`src/rtl/sd_pkg.sv`:
```
// Shared definitions for the 1011 sync-word link: transmitter state encoding,
// default sync word, and the bit-counter width helper.
package sd_pkg;

  typedef enum logic [2:0] {
    ST_IDLE,
    ST_SYNC,
    ST_PAYLOAD,
    ST_PARITY,
    ST_GAP
  } sd_tx_state_t;

  localparam int SYNC_W_DEFAULT = 4;
  localparam logic [SYNC_W_DEFAULT-1:0] SYNC_PATTERN_DEFAULT = 4'b1011;

  // Counter must hold (longest phase - 1); never narrower than one bit.
  function automatic int cnt_width(input int a, input int b, input int c);
    int m;
    m = a;
    if (b > m) m = b;
    if (c > m) m = c;
    return (m < 2) ? 1 : $clog2(m);
  endfunction

endpackage

```
`src/rtl/sd_tx_shifter.sv`:
```
// Parallel-load, MSB-first shift register for the frame payload.
// With SD_TX_PARITY_EN defined it also captures even parity of the loaded word.
module sd_tx_shifter #(
  parameter int DATA_W = 8
) (
  input  logic              clock,
  input  logic              reset,
  input  logic              load,
  input  logic              shift,
  input  logic [DATA_W-1:0] data,
`ifdef SD_TX_PARITY_EN
  output logic              parity,
`endif
  output logic              serial_out
);

  logic [DATA_W-1:0] shift_reg;

  always_ff @(posedge clock or negedge reset) begin
    if (!reset) begin
      shift_reg <= '0;
    end else if (load) begin
      shift_reg <= data;
    end else if (shift) begin
      shift_reg <= shift_reg << 1;
    end
  end

  assign serial_out = shift_reg[DATA_W-1];

`ifdef SD_TX_PARITY_EN
  logic parity_reg;

  always_ff @(posedge clock or negedge reset) begin
    if (!reset) begin
      parity_reg <= 1'b0;
    end else if (load) begin
      parity_reg <= ^data;
    end
  end

  assign parity = parity_reg;
`endif

endmodule

```
`src/rtl/sd_frame_tx.sv`:
```
// Serial frame transmitter: sync word, MSB-first payload, optional even parity
// bit (SD_TX_PARITY_EN), then a forced idle gap. One bit per clock.
module sd_frame_tx
  import sd_pkg::*;
#(
  parameter int                DATA_W       = 8,
  parameter int                SYNC_W       = SYNC_W_DEFAULT,
  parameter logic [SYNC_W-1:0] SYNC_PATTERN = SYNC_PATTERN_DEFAULT,
  parameter int                GAP_CYCLES   = 2
) (
  input  logic              clock,
  input  logic              reset,
  input  logic [DATA_W-1:0] tx_data,
  input  logic              tx_valid,
  output logic              tx_ready,
  output logic              sequence_out,
  output logic              tx_busy,
  output logic              frame_done
);

  localparam int CNT_W = cnt_width(SYNC_W, DATA_W, GAP_CYCLES);
  localparam logic [CNT_W-1:0] SYNC_LOAD = CNT_W'(SYNC_W - 1);
  localparam logic [CNT_W-1:0] DATA_LOAD = CNT_W'(DATA_W - 1);
  localparam logic [CNT_W-1:0] GAP_LOAD  = CNT_W'(GAP_CYCLES - 1);

  sd_tx_state_t      state_reg, state_next;
  logic [CNT_W-1:0]  cnt_reg, cnt_next, cnt_dec;
  logic              line_reg, line_next;
  logic              load, shift, serial_out;
  logic [SYNC_W-1:0] sync_sel;

`ifdef SD_TX_PARITY_EN
  logic parity;
`endif

  sd_tx_shifter #(.DATA_W(DATA_W)) u_shifter (
    .clock      (clock),
    .reset      (reset),
    .load       (load),
    .shift      (shift),
    .data       (tx_data),
`ifdef SD_TX_PARITY_EN
    .parity     (parity),
`endif
    .serial_out (serial_out)
  );

  always_ff @(posedge clock or negedge reset) begin
    if (!reset) begin
      state_reg <= ST_IDLE;
      cnt_reg   <= '0;
      line_reg  <= 1'b0;
    end else begin
      state_reg <= state_next;
      cnt_reg   <= cnt_next;
      line_reg  <= line_next;
    end
  end

  assign cnt_dec  = cnt_reg - CNT_W'(1);
  assign sync_sel = SYNC_PATTERN >> cnt_dec;

  // line_next is the bit the line carries in the cycle after this edge, so the
  // first sync bit appears right after the accept edge with no extra stage.
  always_comb begin
    state_next = state_reg;
    cnt_next   = cnt_reg;
    line_next  = 1'b0;
    load       = 1'b0;
    shift      = 1'b0;
    case (state_reg)
      ST_IDLE: begin
        if (tx_valid) begin
          state_next = ST_SYNC;
          cnt_next   = SYNC_LOAD;
          line_next  = SYNC_PATTERN[SYNC_W-1];
          load       = 1'b1;
        end
      end
      ST_SYNC: begin
        if (cnt_reg == '0) begin
          state_next = ST_PAYLOAD;
          cnt_next   = DATA_LOAD;
          line_next  = serial_out;
          shift      = 1'b1;
        end else begin
          cnt_next  = cnt_dec;
          line_next = sync_sel[0];
        end
      end
      ST_PAYLOAD: begin
        if (cnt_reg == '0) begin
`ifdef SD_TX_PARITY_EN
          state_next = ST_PARITY;
          cnt_next   = '0;
          line_next  = parity;
`else
          state_next = ST_GAP;
          cnt_next   = GAP_LOAD;
`endif
        end else begin
          cnt_next  = cnt_dec;
          line_next = serial_out;
          shift     = 1'b1;
        end
      end
`ifdef SD_TX_PARITY_EN
      ST_PARITY: begin
        state_next = ST_GAP;
        cnt_next   = GAP_LOAD;
      end
`endif
      ST_GAP: begin
        if (cnt_reg == '0) begin
          state_next = ST_IDLE;
        end else begin
          cnt_next = cnt_dec;
        end
      end
      default: begin
        state_next = ST_IDLE;
        cnt_next   = '0;
      end
    endcase
  end

  assign sequence_out = line_reg;
  assign tx_ready     = (state_reg == ST_IDLE);
  assign tx_busy      = (state_reg != ST_IDLE);
  assign frame_done   = (state_reg == ST_GAP) && (cnt_reg == GAP_LOAD);

endmodule

```
`config.mk`:
```
export PLATFORM = sky130hd
export DESIGN_NAME = sd_frame_tx
export DESIGN_NICKNAME = d
export VERILOG_FILES = /design/src/rtl/sd_pkg.sv /design/src/rtl/sd_tx_shifter.sv /design/src/rtl/sd_frame_tx.sv
export SDC_FILE = /design/constraint.sdc
export NUM_CORES = 1
export LEC_CHECK = 0
export ABC_AREA = 0
export BUFFER_PORTS_ARGS = -buffer_cell sky130_fd_sc_hd__clkbuf_2
export CORE_UTILIZATION = 58
export DETAILED_ROUTE_END_ITERATION = 12
export PLACE_DENSITY = 0.92
export SYNTH_ARGS = -nofsm -noshare
export SYNTH_HDL_FRONTEND = slang
export SYNTH_HIERARCHICAL = 1
export SYNTH_SLANG_ARGS = --single-unit
```
`constraint.sdc`:
```
create_clock -name clock -period 2.84 [get_ports clock]
set_clock_uncertainty 0.05 [all_clocks]
set_input_delay 0.426 -clock clock [delete_from_list [all_inputs] [get_ports clock]]
set_output_delay 0.426 -clock clock [all_outputs]
set_load 0.05 [all_outputs]
```
==> reports/results.tsv, run 1 <==
metric	value	unit
setup_ws	461	ps
wl_per_cell	15.0	um
synth_seq_cells	15	
dpl.hpwl	1370	um
dpl_cell_area	952	um^2
synth_top_area_share	41.2	%
numCtsBuffers	3	
synth_fp_nets	112	
critPathTopFamily	compound AO/OA/AOI/OAI gates	
crit_chain	inv_1 > ha_1 > nand2b_1 > or2_1 > a21oi_2 > mux2i_1 > o21ai_1	
drtPass1Iterations	4	
largest_register_ffs	8	
start_util	65.9	%
synth_area_leader_cell	dfrtp_1	
period_minus_slack	2380	ps
finalCritPeriodShare	83.8	%
hp-class	input port to flop	
via_per_inst	5.96	
critPathCapture	u_shifter/shift_reg[6]	
synth_most_common_cell	dfrtp_1	
r2r_end	u_shifter/shift_reg[6]	
clockRootBuffer	clkbuf_4	
cts_num_sinks	15	
grt_usage	23.4	%
routabilityCongestion	0.910	
ir_worst_vdd	0.790	mV
setup_tns	0	ps
internal_power	0.634	mW
routed_wl	1870	um
switching_share	47.9	%
drv_cap	0	
io_pins	15	
reg2regPathDepth	7	
finalNetCount	126	
antenna_found_initial	0	
critical_path_peak_fanout	9	
required	2930	ps
grt_max_degree	19	
cts_resized	0	
via_count	745	
syn_to_final_growth	8.52	%
synth_common_cells	dfrtp_1 (15), nand2_1 (12), o21ai_1 (8), mux2i_1 (7), nand2b_1 (7)	
power.density	1230	nW/um^2
postSynthAreaPerCell	9.39	um^2
crit_buf_inv	1	
port-buffer-count	14	
crit_start	cnt_reg[0]	
path_clk_slew	80	ps
fmax	420	MHz
fp.dieH	41.6	um
timing.rr.start	cnt_reg[0]	
clockBufferDepth	2	
relSlewSlack	59.9	%
rrSetupSlack	460	ps
grt_pass1_vias	671	
setup_viol_count_final	0	
crit_cells	7	
synthTopCellsByArea	dfrtp_1 (41%), mux2i_1 (7.7%), ha_1 (5.5%)	
slew_viol_final	0	
net-switching-power	0.583	mW
hold_violations	0	
fill_cells	91	
crit_slowest_cell	a21oi_2	
dieWidth	41.6	um
comb_power_share	55.0	%
end_kind	flop	
stdcell_area	988	um^2
synth_edf_count	0	
rows	13	
drt_iter0_markers	28	
overflow	0	
leakage	0.463	nW
crit_type	flop to flop	
yosys.cell_types.count	33	
die_area	1730	um^2
htreeDepth	1	
status	completed	
p_clk_share	9.6	%
synth_cells	97	
synth_area	911	um^2
rsz0062_at_grt	no	
pre_cts_slack	542	ps
synth_warnings	6	
tightest_slew	601	ps
slowest_delay	500	ps
worstSkewPairLatency	280	ps
synth-seq-area-share	41.2	%
synth_ff_type	dfrtp_1	
postRouteAntennaNets	0	
antennaDiodeCount	0	
drc	0	
layout-drive-gt1-share	17.3	%
cp.arrival	2470	ps
pwr-share-seq	35.4	%
tritoncts	yes	
core	1380	um^2
start_kind	flop	
grt_pass1_wl	3030	um
synthArstFlopShare	100	%
==> kinds of logic (layout without fill, tap and decap cells) <==
kind of cell             after synthesis  count (layout)  synth area share [%]
AND/OR/NAND/NOR                       33              33                  19.1
AO/OA/AOI/OAI                         28              28                  19.1
buffers and inverters                  9              22                  6.46
adder cells (fa/ha/maj)                4               4                  5.49
XOR/XNOR                               1               1                 0.962
flip-flops                            15              15                  41.2
multiplexers                           7               7                  7.69
==> how the worst min path moves through the flow <==
stage	from	endpoint	slack, ps	cells after the start
2_1_floorplan	reset	cnt_reg[0]	80	0
3_3_place_gp	reset	state_reg[2]	300	1
3_5_place_dp	reset	state_reg[2]	300	1
4_1_cts	tx_data[6]	u_shifter/shift_reg[6]	300	3
5_1_grt	tx_data[0]	u_shifter/shift_reg[0]	310	3
6_report	tx_data[2]	u_shifter/shift_reg[2]	310	3
==> worst reg2reg max path: stages, from the launching register on <==
cell	delay, ps
dfrtp_1	450
inv_1	140
ha_1	210
nand2b_1	190
or2_1	310
a21oi_2	500
mux2i_1	320
o21ai_1	90
==> stage by stage <==
step	utilization (%)	hold slack, ps	instances	power [mW]
after floorplan	-	80.4	97	0.967
after global placement	68.9	299	120	1.04
after detailed placement	68.9	295	120	1.08
after CTS	71.5	298	125	1.21
after global routing	71.5	307	125	1.30
final	71.5	306	125	1.22
==> cell type report <==
| type | instances | area (um^2) | share of cell area, % |
|---|---|---|---|
| flip-flops and latches | 15 | 375 | 38.0 |
| multi-input cells | 73 | 477 | 48.2 |
| inverters | 3 | 11.3 | 1.14 |
| well taps | 15 | 18.8 | 1.90 |
| clock buffers | 4 | 26.3 | 2.66 |
| repair buffers | 15 | 80.1 | 8.10 |
==> repair_timing <==
| item | CTS | global route |
|---|---|---|
| hold buffers | 1 | 0 |
| buffers inserted | 0 | 0 |
| hold endpoints to repair | 15 | 0 |
==> power groups by stage <==
stage | clock, mW | combinational (mW) | sequential [mW]
2_1_floorplan | 0 | 0.575 | 0.393
3_3_place_gp | 0 | 0.623 | 0.416
3_5_place_dp | 0 | 0.656 | 0.427
4_1_cts | 0.121 | 0.660 | 0.425
5_1_grt | 0.128 | 0.726 | 0.442
6_report | 0.117 | 0.669 | 0.431
==> metal layers <==
| metal | global-route usage [%] | wire (um) | vias to the layer above |
|---|---|---|---|
| met2 | 38.8 | 919 | 33 |
| met5 | 0 | 0 | - |
| li1 | - | - | 367 |
| met4 | 7.10 | 9 | 0 |
| met3 | 8.26 | 125 | 2 |
| met1 | 28.6 | 817 | 343 |
==> cells in the final DEF, fill, tap and decap left out <==
master | synthesis | final
a211o_1 | 2 | 2
a21o_1 | 1 | 1
a21oi_1 | 5 | 5
a21oi_2 | 1 | 1
a22o_1 | 1 | 1
a311oi_1 | 1 | 1
a32o_1 | 1 | 1
and2_1 | 1 | 1
and3_1 | 1 | 1
and4b_1 | 1 | 1
clkbuf_1 | 1 | 1
clkbuf_2 | 0 | 14
clkbuf_4 | 0 | 3
dfrtp_1 | 15 | 15
dlygate4sd3_1 | 0 | 1
ha_1 | 4 | 4
inv_1 | 3 | 3
mux2i_1 | 7 | 7
nand2_1 | 12 | 12
nand2b_1 | 7 | 7
nand3_1 | 1 | 1
nand3b_1 | 1 | 1
nor2_1 | 4 | 4
nor2b_1 | 1 | 1
nor3_1 | 1 | 1
nor3_2 | 1 | 1
nor3b_1 | 1 | 1
o21ai_0 | 5 | 5
o21ai_1 | 8 | 8
o221ai_1 | 1 | 1
o22ai_1 | 1 | 1
o31ai_1 | 1 | 1
or2_1 | 1 | 1
xor2_1 | 1 | 1
Power figures use the tool's default switching activity.
==> run 2: changes to the inputs <==
Settings changed: CORE_UTILIZATION 58 to 54, PLACE_DENSITY 0.92 to 0.87.
Clock period 2.84 ns to 2.4 ns, I/O delays scaled along.
==> run 2 against run 1 <==
Effect of this change: combinational power grew 19%; total power increased by 18%; first-iteration DRC count is 68% lower; via count fell by 3.0%; wire length fell by 7.8%; setup slack worse by 230 ps; register-to-register slack got worse by 230 ps; fmax rose by 9.7%; sequential cell count is the same; critical endpoint is now u_shifter/shift_reg[3]; largest cell class unchanged; largest power group unchanged.
==> reports/results.tsv, run 2 (synthesized netlist as in run 1, its figures left out) <==
metric	value	unit
ir_worst_vdd	0.754	mV
io_pins	15	
cts_setup_buffers	0	
grt_usage	22.5	%
cts_num_sinks	15	
tritoncts	yes	
core	1540	um^2
r2r_end	u_shifter/shift_reg[3]	
tightest_slew	480	ps
port-buffer-count	14	
routed_wl	1730	um
antenna_found_initial	0	
critPathTopFamily	simple AND/OR/NAND/NOR gates	
stdcell_area	1000	um^2
via_per_inst	5.65	
end_kind	flop	
clockBufferDepth	2	
layout.cells.non_filler	128	
postCtsHoldBufs	1	
cts_resized	0	
fin_util	65.2	%
antennaDiodeCount	0	
final_cell_mix	dfrtp_1 (15), clkbuf_2 (14), nand2_1 (12)	
rsz0062_at_grt	no	
rows	14	
leakage	0.473	nW
drv_cap	0	
grt_pass1_wl	3020	um
critical_path_peak_fanout	8	
dpl.hpwl	1310	um
setup_tns	0	ps
fp.dieH	43.1	um
start_util	59.1	%
hold_violations	0	
wl_per_cell	13.5	um
dpl_cell_area	968	um^2
crit_chain	inv_1 > ha_1 > nand2b_1 > or2_1 > a21oi_2 > buf_4 > mux2i_1 > o21ai_1	
reg2regPathDepth	8	
dieWidth	43.1	um
clockRootBuffer	clkbuf_4	
fin_total_pwr	1.44	mW
syn_to_final_growth	10.3	%
hold_start	tx_data[5]	
worstSkewPairLatency	290	ps
whs	231	ps
fmax	461	MHz
layout_commonest_cell	dfrtp_1	
status	completed	
finalCritPeriodShare	90.4	%
setup_viol_count_final	0	
drt_iter0_markers	9	
overflow	0	
place_inst	123	
numCtsBuffers	3	
setup_ws	231	ps
crit_buf_inv	2	
required	2530	ps
min_to	u_shifter/shift_reg[5]	
pre_cts_slack	277	ps
crit_slowest_cell	dfrtp_1	
slowest_delay	460	ps
start_kind	flop	
hold_depth	3	
postRouteAntennaNets	0	
rrSetupSlack	230	ps
crit_cells	8	
via_count	723	
drtPass1Iterations	4	
htreeDepth	1	
layout-drive-gt1-share	18.8	%
grt_max_degree	17	
largest_register_ffs	8	
slew_viol_final	0	
drc	0	
routabilityCongestion	0.882	
crit_type	flop to flop	
period_minus_slack	2170	ps
path_clk_slew	90	ps
timing.rr.start	cnt_reg[0]	
cp.arrival	2300	ps
power.density	1430	nW/um^2
grt_pass1_vias	720	
finalNetCount	128	
relSlewSlack	68.0	%
die_area	1860	um^2
hp-class	input port to flop	
==> run 2: changes by cell type in the layout (fill, tap and decap cells not counted), sizes merged <==
cell and delta:
buf +2
==> run 2: worst max-delay path by stage <==
stage / startpoint / to / slack (ps)
2_1_floorplan: state_reg[1] / cnt_reg[2] / 140
3_3_place_gp: cnt_reg[0] / u_shifter/shift_reg[3] / 380
3_5_place_dp: cnt_reg[0] / u_shifter/shift_reg[3] / 280
4_1_cts: cnt_reg[0] / u_shifter/shift_reg[3] / 260
5_1_grt: cnt_reg[0] / u_shifter/shift_reg[1] / 80
6_report: cnt_reg[0] / u_shifter/shift_reg[3] / 230
==> run 2: final cells by class <==
class                      count  area (um^2)
inverter                       3         11.3
multi-input combinational     73          477
timing repair buffer          17         95.1
tap                           16         20.0
clock buffer                   4         26.3
fill                         142          537
sequential                    15          375
==> run 2: report_power, final <==
group / internal, mW / total, mW / switching (mW)
sequential: 0.373 / 0.497 / 0.124
combinational: 0.327 / 0.793 / 0.466
clock: 0.0647 / 0.151 / 0.0865
total: 0.765 / 1.44 / 0.676
==> run 2: worst reg2reg max path, stage by stage, from the launching register on <==
cell      delay, ps
dfrtp_1         460
inv_1           130
ha_1            200
nand2b_1        170
or2_1           300
a21oi_2         260
buf_4           220
mux2i_1         190
o21ai_1          80
==> run 2: layer usage <==
layer  routed length [um]  GRT usage (%)
met5                    0              0
met2                  788           35.8
met1                  837           27.9
met3                   50           4.26
met4                   50           14.5
